### config.mk
export PLATFORM = sky130hd
export DESIGN_NAME = dec2bin_acc
export DESIGN_NICKNAME = d
export VERILOG_FILES = /design/src/rtl/dec2bin_pkg.sv /design/src/rtl/dec2bin_acc_mul10_add.sv /design/src/rtl/dec2bin_acc.sv
export SDC_FILE = /design/constraint.sdc
export NUM_CORES = 1
export LEC_CHECK = 0
export CORE_MARGIN = 8
export CORE_UTILIZATION = 53
export CTS_CLUSTER_DIAMETER = 40
export CTS_CLUSTER_SIZE = 24
export DETAILED_ROUTE_END_ITERATION = 7
export HOLD_SLACK_MARGIN = 0.12
export PLACE_DENSITY = 0.87
export SYNTH_ARGS = -nofsm -noshare
export SYNTH_HDL_FRONTEND = slang
export SYNTH_SLANG_ARGS = --single-unit
### constraint.sdc
create_clock -name clk -period 3.44 [get_ports clk]
set_input_delay 0.344 -clock clk [delete_from_list [all_inputs] [get_ports clk]]
set_output_delay 0.344 -clock clk [all_outputs]
set_load 0.02 [all_outputs]
### src/rtl/dec2bin_pkg.sv
// dec2bin_pkg
// Shared definitions for the BCD-digit to binary accumulator:
//   state_e   - controller states (ACCUM collects digits, OUT presents result)
//   DIGIT_W   - width of one BCD digit
//   MAX_DIGIT - largest legal decimal digit
package dec2bin_pkg;

   typedef enum logic {
      ACCUM = 1'b0,
      OUT   = 1'b1
   } state_e;

   localparam int                  DIGIT_W   = 4;
   localparam logic [DIGIT_W-1:0]  MAX_DIGIT = 4'd9;

endpackage

### src/rtl/dec2bin_acc_mul10_add.sv
// mul10_add
// Purely combinational acc*10 + d, built from two shifts and an add.
// The result is W+4 bits wide so that the largest case
// ((2^W-1)*10 + 15 < 16*2^W) never loses bits; the caller inspects the
// top four bits to detect overflow.
// Ports:
//   acc - current W-bit accumulator
//   d   - BCD digit
//   sum - (acc<<3) + (acc<<1) + d, W+4 bits
module mul10_add
   import dec2bin_pkg::*;
#(
   parameter int W = 16
) (
   input  logic [W-1:0]       acc,
   input  logic [DIGIT_W-1:0] d,
   output logic [W+3:0]       sum
);

   logic [W+3:0] acc_x;

   assign acc_x = {4'b0000, acc};
   assign sum   = (acc_x << 3) + (acc_x << 1) + {{W{1'b0}}, d};

endmodule

### src/rtl/dec2bin_acc.sv
// dec2bin_acc
// Converts a stream of BCD digits (most significant first) into a W-bit
// binary value. Digits are accepted in ACCUM; the digit flagged last moves
// the block to OUT, where bin/err/ovf are held with bin_valid until the
// consumer takes them.
// Ports:
//   clk, rst_n               - clock, asynchronous active-low reset
//   digit, digit_valid,
//   digit_last, digit_ready  - digit input handshake
//   bin, err, ovf,
//   bin_valid, bin_ready     - result output handshake
// Build option: DEC2BIN_SAT_EN - saturate the accumulator at 2^W-1 on
// overflow instead of wrapping modulo 2^W.
module dec2bin_acc
   import dec2bin_pkg::*;
#(
   parameter int W = 16
) (
   input  logic               clk,
   input  logic               rst_n,
   input  logic [DIGIT_W-1:0] digit,
   input  logic               digit_valid,
   input  logic               digit_last,
   output logic               digit_ready,
   output logic [W-1:0]       bin,
   output logic               bin_valid,
   input  logic               bin_ready,
   output logic               err,
   output logic               ovf
);

   state_e         state_q, state_d;
   logic [W-1:0]   acc_q, acc_d;
   logic           err_q, err_d;
   logic           ovf_q, ovf_d;
   logic [W+3:0]   sum;

   mul10_add #(.W(W)) u_mul10_add (
      .acc (acc_q),
      .d   (digit),
      .sum (sum)
   );

   always_comb begin
      state_d = state_q;
      acc_d   = acc_q;
      err_d   = err_q;
      ovf_d   = ovf_q;
      case (state_q)
         ACCUM: begin
            if (digit_valid) begin
               if (digit > MAX_DIGIT) begin
                  // Bad digit: remember it, but leave the value alone.
                  err_d = 1'b1;
               end else if (sum[W+3:W] != 4'd0) begin
                  ovf_d = 1'b1;
`ifdef DEC2BIN_SAT_EN
                  // Once pinned at max, every later digit overflows again,
                  // so the value stays pinned for the rest of the number.
                  acc_d = {W{1'b1}};
`else
                  acc_d = sum[W-1:0];
`endif
               end else begin
                  acc_d = sum[W-1:0];
               end
               if (digit_last) state_d = OUT;
            end
         end
         OUT: begin
            if (bin_ready) begin
               state_d = ACCUM;
               acc_d   = '0;
               err_d   = 1'b0;
               ovf_d   = 1'b0;
            end
         end
         default: state_d = ACCUM;
      endcase
   end

   always_ff @(posedge clk or negedge rst_n) begin
      if (!rst_n) begin
         state_q <= ACCUM;
         acc_q   <= '0;
         err_q   <= 1'b0;
         ovf_q   <= 1'b0;
      end else begin
         state_q <= state_d;
         acc_q   <= acc_d;
         err_q   <= err_d;
         ovf_q   <= ovf_d;
      end
   end

   assign digit_ready = (state_q == ACCUM);
   assign bin_valid   = (state_q == OUT);
   assign bin         = acc_q;
   assign err         = err_q;
   assign ovf         = ovf_q;

endmodule

* Word-level counts from Yosys, hierarchy flattened
Index checks and enable logic that the tools add are counted.
Storage, ports and cells: latch bits 0, bits of input ports 9, flip-flop bits (word level) 19, memories 0, word-level logic and storage cells 33, bits in read-only memories 0, output and inout port bits 20, memory bits (writable) 0
Operators by class: bitwise operators 1, $add $sub $neg 2, $lt $le $gt $ge 1, reduce and logical (&&, ||, !) cells 4, equal/unequal tests 5, divide/modulo/power cells 0, multiply operators 0, shifts and indexed selects 0, muxes and demuxes 16
Operator list (count):
- $mux W16 | 3
- $pmux W16 S2 | 1
- $add A19 B17 Y20 | 1
- $add A20 B4 Y20 | 1
- $mux W1 | 9
- $ne A2 B2 Y1 const B | 3
- $pmux W1 S2 | 3
- $reduce_and A3 Y1 | 2
- $gt A4 B4 Y1 const B | 1
- $ne A2 B1 Y1 const B | 2
- $reduce_and A4 Y1 | 1
- $reduce_bool A4 Y1 | 1
- $not A1 Y1 | 1

* Longest topological paths before layout
word-level depth 7, mapped depth 11, gate-level depth less buffers 11

* By module
Synthesis repeated with hierarchy kept, for this count alone.
Second synthesis, totals: cell total of the unflattened synthesis 194, area, all modules 1825.5 um^2
By module, submodules not included:
- mul10_add | sequential area each 0.0 um^2, area each 1073.5 um^2, times used 1, cells each 141
- dec2bin_acc | sequential area each 475.5 um^2, area each 752.0 um^2, times used 1, cells each 53

* Worst setup path before layout
Ideal clock, no wire load.
path kind register -> register, start register acc_q[0], in the netlist bin[0], end register ovf_q, in the netlist ovf, stages on the path, launching flop included 12, buffers on the path 0, arrival time 2.767 ns, slack 0.536 ns, required time 3.303 ns, path through dfrtp_1 -> inv_1 -> fa_1 -> inv_1 -> ha_1 -> a211oi_2 -> o211ai_2 -> a2111oi_2 -> or2_1 -> nor2_1 -> a2111oi_4 -> a31oi_1
Between the ends: word-level cells in the longest chain between the ends 5
RTL lines:
- from (decl) | RTL line dec2bin_acc.sv:33 | logic [W-1:0] acc_q, acc_d;
- from (signal assigned) | RTL line dec2bin_acc.sv:85 | acc_q <= '0;
- from (signal assigned) | RTL line dec2bin_acc.sv:90 | acc_q <= acc_d;
- $add A19 B17 Y20 | RTL line dec2bin_acc_mul10_add.sv:23 | assign sum = (acc_x << 3) + (acc_x << 1) + {{W{1'b0}}, d};
- $add A20 B4 Y20 | RTL line dec2bin_acc_mul10_add.sv:23
- $reduce_bool A4 Y1 | RTL line dec2bin_acc.sv:55 | end else if (sum[W+3:W] != 4'd0) begin
- $ne A2 B1 Y1 (no source line)
- $reduce_and A4 Y1 (no source line)
- to (signal assigned) | RTL line dec2bin_acc.sv:92 | ovf_q <= ovf_d;
- to (decl) | RTL line dec2bin_acc.sv:35 | logic ovf_q, ovf_d;
Every way passes these cells. A chain may end at the register's enable or synchronous reset.

* Worst setup path after layout
start input port digit[3], end register ovf_q, in the netlist ovf
Between the ends: word-level cells in the longest chain between the ends 4, elaborated cells on any way between the ends 6
RTL lines:
- from (decl) | RTL line dec2bin_acc.sv:21 | input logic [DIGIT_W-1:0] digit,
- $add A20 B4 Y20 | RTL line dec2bin_acc_mul10_add.sv:23
- $reduce_bool A4 Y1 | RTL line dec2bin_acc.sv:55
- $ne A2 B1 Y1 (no source line)
- $reduce_and A4 Y1 (no source line) *
Mark *: on every way between the ends. The rest lies on a longest branch, timed or not.

==> flow_metrics.env <==
export IMPL_preCtsSetupSlack_ns=0.0219
export IMPL_drive_gt1_share_pct=5.12
export IMPL_postCtsSetupBuffers=0
export IMPL_antennaDiodeCount=0
export IMPL_post_cts_resized=0
export IMPL_async_reset_ff_share_pct=100
export IMPL_grt_usage_pct=15.4
export IMPL_crit_family="compound AO/OA/AOI/OAI gates"
export IMPL_max_stage_delay_ns=0.59
export IMPL_ant_nets=0
export IMPL_reg2reg_from="bin[0]"
export IMPL_cts_tree="done"
export IMPL_setup_slack_ns=0.343
export IMPL_dp_cells=255
export IMPL_min_period_over_period_pct=90.0
export IMPL_htreeDepth=1
export IMPL_drt_iter0_drc=71
export IMPL_netlist_instances=183
export IMPL_worstSetupEndpointType="flop"
export IMPL_cts_sinks=19
export IMPL_grt_overflow=0
export IMPL_grt_max_degree=20
export IMPL_ys_warn_count=0
export IMPL_status="finished, final reports clean"
export IMPL_timing_fmax_mhz=323
export IMPL_maxCapViolations=0
export IMPL_gp_congestion=0.867
export IMPL_ys_types=40
export IMPL_syn_area_per_cell_um2=9.26
export IMPL_root_buffer="clkbuf_4"
export IMPL_min_period_ns=3.10
export IMPL_startpoint="digit[3]"
export IMPL_worst_pin_slew_ns=0.864
export IMPL_ioPinCount=29
export IMPL_areaGrowthSynthToFinish_pct=21.6
export IMPL_routed_wl_um=3860
export IMPL_first_pass_iters=4
export IMPL_start_kind="primary input"
export IMPL_final_max_slew_viol_count=0
export IMPL_initial_core_util_pct=55.5
export IMPL_rows=20
export IMPL_path_common_cell="inv_1"
export IMPL_slew_headroom_pct=42.3
export IMPL_setup_violations=0
export IMPL_fp_dieW_um=72.5
export IMPL_vias_per_cell=5.66
export IMPL_critPathBufInv=3
export IMPL_wl_per_cell_um=14.9
export IMPL_ys_flop_type="dfrtp_1"
export IMPL_die_area_um2=5260
export IMPL_post_dp_hpwl_um=3070
export IMPL_finalHoldViolations=0
export IMPL_vias=1467
export IMPL_die_h_um=72.5
export IMPL_clockBufferDepth=2
export IMPL_fin_util_pct=67.5
export IMPL_clock_latency_ns=0.30
export IMPL_grt_pass1_vias=1456
export IMPL_synth_nets=225
export IMPL_grt_setup_unrepaired="false"
export IMPL_clk_transition_reported_paths_ns=0.11
export IMPL_setup_tns_final_ns=0
export IMPL_arrival_ns=3.29
export IMPL_max_vdd_ir_drop_mv=0.485
export IMPL_nNetsFinal=258
export IMPL_path_max_fanout=3
export IMPL_final_cell_count_no_fill=259
export IMPL_fillers=274
export IMPL_antenna_found_initial=0
export IMPL_holdWs_ns=0.520
export IMPL_synth_top_cell_area_share_pct=28.1
export IMPL_worstPathRequired_ns=3.63
export IMPL_route_detailed_drc=0
export IMPL_synth_area_um2=1690
export IMPL_hold_class="in2async"
export IMPL_cts_buffers=3
export IMPL_slowest_stage="fa_1"
export IMPL_fin_skew_ns=0.00220
export IMPL_synthTopCellsByArea="dfrtp_1 28%, ha_1 23%, a21oi_1 5.0%, o21ai_0 4.7%, xor2_1 4.7%"
export IMPL_synth_area_leader_cell="dfrtp_1"
export IMPL_port_buffers=28
export IMPL_powerDensity_nw_per_um2=795
export IMPL_crit_type="in2reg"
export IMPL_grt_pass1_wl_um=6610
export IMPL_hold_buffers=0
export IMPL_synth_seq_cells=19
export IMPL_leakagePower_nw=0.973
export IMPL_cp_cell_sequence="clkdlybuf4s50_1, inv_1, fa_1, inv_1, ha_1, a211oi_2, o211ai_2, a2111oi_2, or2_1, nor2_1, a2111oi_4, a31oi_1"
export IMPL_coreArea_um2=3050
export IMPL_ys_seq_area_share_pct=28.1
export IMPL_synth_edf_count=0
[state kept, by name (all words and copies together), names as in the netlist]
signal,cells
bin,16
err,1
bin_valid,1
ovf,1
[final timing paths]
path                            to  slack [ns]  cells after the start
min in group clk           bin[14]        0.56                      2
hold reg to reg            bin[14]        0.56                      2
hold / removal             bin[14]        0.52                      1
setup / recovery               ovf        0.34                     12
max in group asynchronous      err        2.39                      1
setup reg to reg               ovf        0.46                     11
[logic make-up after synthesis]
| logic type | count (synthesis) | synth area share [%] |
|---|---|---|
| AOI/OAI and AO/OA | 61 | 25.0 |
| and+or+nand+nor | 43 | 11.9 |
| adders and majority gates | 33 | 25.3 |
| DFF | 19 | 28.1 |
| buffers and inverters | 14 | 3.10 |
| xor gates and xnor gates | 13 | 6.72 |
[power by group]
| group | total (W) | internal, W | switching (W) |
|---|---|---|---|
| combinational | 0.00112 | 0.000512 | 0.000609 |
| clock | 0.000117 | 0.0000434 | 0.0000735 |
| sequential | 0.000400 | 0.000297 | 0.000103 |
[placed cells by master (no fill, tap or decap), types with 2 or more instances in the layout]
cell type,count
clkdlybuf4s50_1,28
a31oi_1,2
nor3_1,2
nand2b_1,3
a21oi_1,17
nand3_1,3
inv_1,13
clkbuf_4,3
o21ai_0,16
o211ai_1,3
a22o_1,5
nor2_1,9
o21ai_1,2
fa_1,2
xor2_1,9
nand2_1,19
ha_1,31
xnor2_1,4
nand4_1,2
dfrtp_1,19
[routing by layer]
metal	track usage [%]	vias up	share of wire [%]
met4	3.11	0	0.34
li1	-	737	-
met5	0	-	0
met2	26.2	35	47
met3	2.89	4	4.2
met1	19.5	691	48
[synth_stat cells (all sizes together) (2+ instances only)]
master and count:
nand2 19, o21ai 18, nor3 2, inv 13, dfrtp 19, nand3 3, a31oi 2, a22o 5
a2111oi 2, nand2b 3, fa 2, nand4 2, a21oi 17, o211ai 4, a211oi 2, xor2 9
nor2 9, ha 31, xnor2 4
[metrics by stage]
stage	power [W]	cell area [µm²]
2_1_floorplan	0.00118	1690
3_3_place_gp	0.00149	2030
3_5_place_dp	0.00152	2030
4_1_cts	0.00165	2060
5_1_grt	0.00180	2060
6_report	0.00164	2060
[layout make-up]
class | instances | area, µm² | area share (%)
clock buffer | 3 | 22.5 | 1.09
sequential | 19 | 475 | 23.1
timing repair buffer | 29 | 288 | 14.0
inverter | 13 | 48.8 | 2.37
multi-input combinational | 150 | 1170 | 56.6
clock inverter | 1 | 5.00 | 0.243
tap | 44 | 55.1 | 2.67
(Power assumes the default switching activity.)
